**src/rtl/washer_pkg.sv**
```systemverilog
// Shared washer definitions: machine state codes.
// Code 7 is unused and handled as power-off by consumers.
package washer_pkg;

    typedef enum logic [2:0] {
        shutDownST = 3'd0,
        beginST    = 3'd1,
        setST      = 3'd2,
        runST      = 3'd3,
        errorST    = 3'd4,
        pauseST    = 3'd5,
        finishST   = 3'd6
    } state_t;

endpackage

```
**src/rtl/bin_to_bcd99.sv**
```systemverilog
// Binary to 2-digit BCD, saturating at 99.
// Ports: bin (W bits) in; tens, units (4 bits each) out.
module bin_to_bcd99 #(
    parameter int W = 7
) (
    input  logic [W-1:0] bin,
    output logic [3:0]   tens,
    output logic [3:0]   units
);

    // Wide enough to hold 99 even for narrow inputs.
    localparam int IW = (W > 7) ? W : 7;

    logic [IW-1:0] v;

    always_comb begin
        v = IW'(bin);
        if (v > IW'(99))
            v = IW'(99);
        tens  = 4'(v / IW'(10));
        units = 4'(v % IW'(10));
    end

endmodule

```
**src/rtl/stage_view_ctrl.sv**
```systemverilog
// Washer front-panel view: stage totals, LEDs with blink, 4-digit scan.
// Ports: cp, rst_n, state, src_times, run_times, src_sel in;
//        total_time, cur_stage, cur_time, stage_led, power_led,
//        set_led, digit_sel, digit_bcd out (all registered).
module stage_view_ctrl
    import washer_pkg::*;
#(
    parameter int NUM_STAGES = 8,
    parameter int STAGE_W    = 4,
    parameter int BLINK_DIV  = 25_000_000,
    parameter int SCAN_DIV   = 50_000,
    localparam int IDX_W     = $clog2(NUM_STAGES + 1),
    localparam int SUM_W     = STAGE_W + $clog2(NUM_STAGES)
) (
    input  logic                          cp,
    input  logic                          rst_n,
    input  logic [2:0]                    state,
    input  logic [NUM_STAGES*STAGE_W-1:0] src_times,
    input  logic [NUM_STAGES*STAGE_W-1:0] run_times,
    input  logic [NUM_STAGES-1:0]         src_sel,
    output logic [SUM_W-1:0]              total_time,
    output logic [IDX_W-1:0]              cur_stage,
    output logic [STAGE_W-1:0]            cur_time,
    output logic [NUM_STAGES-1:0]         stage_led,
    output logic                          power_led,
    output logic                          set_led,
    output logic [3:0]                    digit_sel,
    output logic [3:0]                    digit_bcd
);

    localparam int BW = $clog2(BLINK_DIV);
    localparam int SW = (SCAN_DIV > 1) ? $clog2(SCAN_DIV) : 1;

    logic [NUM_STAGES*STAGE_W-1:0] fields;
    logic [NUM_STAGES-1:0]         nz;
    logic [SUM_W-1:0]              sum;
    logic [IDX_W-1:0]              idx;
    logic [STAGE_W-1:0]            ctime;

    // Lowest nonzero stage wins: scan downward so the last hit is lowest.
    always_comb begin
        fields = (state == setST) ? src_times : run_times;
        nz     = '0;
        sum    = '0;
        idx    = IDX_W'(NUM_STAGES);
        ctime  = '0;
        for (int i = NUM_STAGES - 1; i >= 0; i--) begin
            nz[i] = |fields[i*STAGE_W +: STAGE_W];
            sum   = sum + SUM_W'(fields[i*STAGE_W +: STAGE_W]);
            if (nz[i]) begin
                idx   = IDX_W'(i);
                ctime = fields[i*STAGE_W +: STAGE_W];
            end
        end
    end

    logic [2:0]    state_q;
    logic [BW-1:0] blink_cnt;
    logic          blink_ph;
    logic          chg;
    logic          bwrap;
    logic          ph_n;

    assign chg   = state != state_q;
    assign bwrap = blink_cnt == BW'(BLINK_DIV - 1);
    // LEDs use the next phase so a new state shows on from its first cp.
    assign ph_n  = chg ? 1'b1 : (bwrap ? ~blink_ph : blink_ph);

    always_ff @(posedge cp or negedge rst_n) begin
        if (!rst_n) begin
            state_q   <= '0;
            blink_cnt <= '0;
            blink_ph  <= 1'b0;
        end else begin
            state_q   <= state;
            blink_cnt <= (chg || bwrap) ? '0 : blink_cnt + 1'b1;
            blink_ph  <= ph_n;
        end
    end

    logic [NUM_STAGES-1:0] led_n;
    logic                  pwr_n;
    logic                  set_n;
    logic                  blank;

    always_comb begin
        led_n = '0;
        pwr_n = 1'b0;
        set_n = 1'b0;
        blank = 1'b0;
        case (state)
            beginST: pwr_n = 1'b1;
            setST: begin
                led_n = src_sel;
                pwr_n = 1'b1;
                set_n = 1'b1;
            end
            runST: begin
                led_n = nz;
                for (int i = 0; i < NUM_STAGES; i++)
                    if (IDX_W'(i) == idx)
                        led_n[i] = nz[i] & ph_n;
                pwr_n = 1'b1;
            end
            pauseST: begin
                led_n = nz;
                pwr_n = 1'b1;
            end
            errorST: begin
                led_n = {NUM_STAGES{ph_n}};
                pwr_n = 1'b1;
            end
            finishST: pwr_n = ph_n;
            default: blank = 1'b1;
        endcase
    end

    logic [SW-1:0] scan_cnt;
    logic [1:0]    dig;

    always_ff @(posedge cp or negedge rst_n) begin
        if (!rst_n) begin
            scan_cnt <= '0;
            dig      <= '0;
        end else if (scan_cnt == SW'(SCAN_DIV - 1)) begin
            scan_cnt <= '0;
            dig      <= dig + 2'd1;
        end else begin
            scan_cnt <= scan_cnt + 1'b1;
        end
    end

    logic [3:0] tot_t;
    logic [3:0] tot_u;
    logic [3:0] cur_t;
    logic [3:0] cur_u;
    logic [3:0] bcd_n;

    bin_to_bcd99 #(.W(SUM_W)) u_tot (
        .bin   (sum),
        .tens  (tot_t),
        .units (tot_u)
    );

    bin_to_bcd99 #(.W(STAGE_W)) u_cur (
        .bin   (ctime),
        .tens  (cur_t),
        .units (cur_u)
    );

    always_comb begin
        case (dig)
            2'd3:    bcd_n = tot_t;
            2'd2:    bcd_n = tot_u;
            2'd1:    bcd_n = cur_t;
            default: bcd_n = cur_u;
        endcase
    end

    always_ff @(posedge cp or negedge rst_n) begin
        if (!rst_n) begin
            total_time <= '0;
            cur_stage  <= '0;
            cur_time   <= '0;
            stage_led  <= '0;
            power_led  <= 1'b0;
            set_led    <= 1'b0;
            digit_sel  <= '0;
            digit_bcd  <= '0;
        end else begin
            total_time <= sum;
            cur_stage  <= idx;
            cur_time   <= ctime;
            stage_led  <= led_n;
            power_led  <= pwr_n;
            set_led    <= set_n;
            digit_sel  <= blank ? 4'b0000 : (4'b0001 << dig);
            digit_bcd  <= blank ? 4'hF : bcd_n;
        end
    end

endmodule
```
**config.mk**
```make
export PLATFORM = sky130hd
export DESIGN_NAME = stage_view_ctrl
export DESIGN_NICKNAME = d
export VERILOG_FILES = /design/src/rtl/washer_pkg.sv /design/src/rtl/bin_to_bcd99.sv /design/src/rtl/stage_view_ctrl.sv
export SDC_FILE = /design/constraint.sdc
export NUM_CORES = 1
export LEC_CHECK = 0
export BUFFER_PORTS_ARGS = -buffer_cell sky130_fd_sc_hd__buf_2
export CAP_MARGIN = 20
export CORE_AREA = 2 2 118 120
export CTS_CLUSTER_DIAMETER = 200
export DETAILED_ROUTE_END_ITERATION = 12
export DIE_AREA = 0 0 120 122
export PLACE_DENSITY = 0.66
export SYNTH_ARGS = -nofsm -noshare
export SYNTH_HDL_FRONTEND = slang
export SYNTH_HIERARCHICAL = 1
export SYNTH_SLANG_ARGS = --single-unit
```
**constraint.sdc**
```tcl
create_clock -name cp -period 2.64 [get_ports cp]
set_input_delay 0.528 -clock cp [delete_from_list [all_inputs] [get_ports cp]]
set_output_delay 0.528 -clock cp [all_outputs]
set_load 0.01 [all_outputs]
```
==> results.md <==
- After synthesis, the cell types taking the most area are dfrtp_1, fa_1, nand2_1.
- The number of buffers inserted during clock tree synthesis is 9.
- The clock tree from TritonCTS is built.
- The filler cells instantiated in the layout total 1130.
- The global-route usage over all layers is 0.232.
- The clock skew is 3.21 ps.
- The end of the worst register-to-register path is stage_led[2].
- The first global-routing pass estimated 26900 um of wire.
- The highest fanout seen on the critical path is 7.
- The final layout contains 1008 nets.
- The clock root buffer master is clkbuf_16.
- In this run, synthesis produced a sequential element count of 80.
- The total count of hold-check failures in the final report is 0.
- The initial antenna violation count came to 0.
- STA puts the critical path data required time at 2840 ps.
- The die is 120 um wide.
- Counting every sink on the clock net gives 80.
- Dividing the synthesized area by the synthesized cell count gives 9.11 um^2.
- Yosys printed 6 warnings.
- The most used flip-flop cell after synthesis is dfrtp_1.
- The tool flagged a number of max-cap violations equal to 0.
- In this run the critical register-to-register path is launched from blink_cnt[15].
- The critical path starts at state[0].
- The capture point of the worst path is digit_bcd[2].
- The setup slack on the worst flop-to-flop path is 370 ps.
- The congestion estimate from routability-driven global placement came to 0.902.
- The deepest level of the CTS H-tree is 3.
- The sequential cell area is 2000 um^2.
- The count of nets left with antenna violations after detail routing is 0.
- The clock passes through at most 2 buffers.
- In the routed design, unresolved DRC markers number 0.
- Measured along the y axis, the die boundary spans 122 um.
- The worst slew slack as a fraction of its limit is 0.571.
- The flow ran to the end, but the final reports show violations.
- Summed over all layers, the routed wires come to 16800 um.
- The routed layout has 5628 vias.
- The proportion of register bits with asynchronous set or reset after synthesis is 1.00.
- The floorplan row count is 43.
- At the worst endpoint, the arrival time is 7250 ps.
- The number of enable-type register cells in the synthesized netlist is 0.
- The number of max-slew violations in the final report is 0.
- With fillers left out, the area of the finished cells amounts to 8340 um^2.
- Buffers placed on the I/O ports in this run total 109.
- The number of distinct standard cells referenced by the synthesized netlist is 80.
- The number of antenna diodes in the final layout is 0.
- The die covers 14600 um^2.
- In the routed layout, each cell is associated on average with a via count of 5.24.
- The count of cells in the finished layout, fillers not included, comes to 1074.
- Setup repair after global routing could not meet its margin everywhere.
- The pin count of the biggest net entering global routing is 81.
- The slew at the pin with the worst max-slew slack is 644 ps.
- After clock tree synthesis, the clock-pin slew on the worst setup and hold paths is 60 ps.
- The synthesized instance count is 650.
- Measured in cells, the most critical reg-to-reg path has a length of 8.
- The area of the multi-input gates is 3860 um^2.
- For this block, the initial DRC count from the detailed router was 387.
- The number of setup violations in the final report is 10.
- The worst hold path belongs to the class in -> reg.
- The share of synthesized area in the top cell type comes to 0.338.
- Across all setup checks in the final design, the least slack found is -4400 ps.
- The most repeated cell in the gate-level netlist after synthesis is nand2_1.
- The tightest hold path in the finished design has a slack of 398 ps.
- The element type at the critical path start is a primary input.
- Compared with the post-synthesis result, the final layout area differs by 40.7%.
- The cell total after placement is 1025.
- After detailed routing, the average wire length per cell comes to 15.6 um.
- The via count of the first global-routing pass is 5666.
- The worst hold path was traced through 2 stages.
- The peak per-stage delay on the critical path is 560 ps.
- The starting density of the core is 0.439.
- The kind of critical path is in -> reg.
- The commonest cells after synthesis are nand2_1, dfrtp_1, nor2_1.
- The endpoint class of the critical path is a register.
- Static timing analysis puts the maximum clock frequency at 142 MHz.
- The later pin in the worst-skew pair is clocked with a latency of 340 ps.
- The share of the clock period used by the worst path is 2.67.
- In the final layout, the share of cells above drive strength 1 is 0.381.
- The residual overflow from global routing is 0.
- The total area inside the core boundary comes to 13500 um^2.
- For the finished layout, the period the worst path requires is 7040 ps.
- The standard cell area after detailed placement is 7450 um^2.
- The checks that failed: setup timing.
- The placed wire-length estimate is 12500 um.
- The I/O pin total is 110.
- The cell taking the most area after synthesis is dfrtp_1.
- For this design, the slowest cell found on the critical path is fa_1.
- The critical path's most frequent cell is ha_4.
- The area of the mapped netlist is 5920 um^2.
- The pre-antenna-repair detailed-routing pass consisted of 5 iterations.
- The sequential share of the synthesized area is 0.338.
-- layout by cell type, fill, tap and decap left out, drive strengths merged, types with 22 or more instances in the layout --
| cell | instances |
|---|---|
| nor2 | 66 |
| dfrtp | 80 |
| buf | 252 |
| nand2 | 86 |
| inv | 38 |
| mux2i | 23 |
| o21ai | 27 |
| nand3 | 23 |
| xor2 | 27 |
| a21oi | 27 |
| fa | 22 |
-- worst max-delay path: cells and delay by family --
kind	cells	cell delay, ps
AOI/OAI and AO/OA	12	1850
adders and majority gates	9	3120
buffers and inverters	7	550
muxes	1	60
and+or+nand+nor	7	1140
-- state kept, by name (all words and copies together), names as in the netlist --
register    cells
stage_led       8
digit_sel       4
cur_time        4
power_led       1
digit_bcd       4
state_q         3
dig             2
cur_stage       4
total_time      7
blink_cnt      25
blink_ph        1
scan_cnt       16
set_led         1
-- kinds of logic after synthesis --
family | after synthesis | share of synthesized area
AOI/OAI and AO/OA | 112 | 0.136
xor gates and xnor gates | 44 | 0.0650
adders and majority gates | 42 | 0.117
buffers and inverters | 66 | 0.0564
DFF | 80 | 0.338
muxes | 26 | 0.0452
other | 1 | 0.000633
and+or+nand+nor | 279 | 0.242
-- metrics by stage --
step	TNS [ps]	setup WS, ps	utilization
2_1_floorplan	-31440	-5240	-
3_3_place_gp	-33390	-4890	0.551
3_5_place_dp	-34190	-5000	0.551
4_1_cts	-26680	-4390	0.602
5_1_grt	-28890	-4730	0.617
6_report	-26790	-4400	0.617
-- repair_timing --
action / 4_1_cts / 5_1_grt
pin swaps: 26 / 21
buffers inserted: 25 / 9
resized for setup: 44 / 26
endpoints found under the setup margin: 13 / 18
hold buffers: 0 / 1
hold endpoints to repair: 0 / 5
-- worst min path at each step --
stage | slack, ps | start | endpoint
after CTS | 390 | src_sel[2] | stage_led[2]
final | 400 | src_sel[2] | stage_led[2]
after floorplan | 230 | rst_n | blink_cnt[0]
after detailed placement | 450 | scan_cnt[0] | scan_cnt[0]
after global routing | 390 | src_sel[1] | stage_led[1]
after global placement | 440 | scan_cnt[0] | scan_cnt[0]
-- routing by layer --
metal | wire (um) | vias up | GRT usage
met5 | 0 | - | 0
met4 | 257 | 0 | 0.0728
met3 | 855 | 22 | 0.0346
met2 | 8240 | 176 | 0.399
met1 | 7420 | 2690 | 0.301
li1 | - | 2740 | -
-- area by class of cell --
type,count,share of cell area
multi-input combinational,506,0.463
sequential,80,0.240
timing repair buffer,253,0.210
clock buffer,11,0.0279
tap,180,0.0270
inverter,39,0.0191
clock inverter,5,0.0126
Power is not shown: default switching activity piles up to over one toggle a cycle in this logic, so the estimate is an artifact.
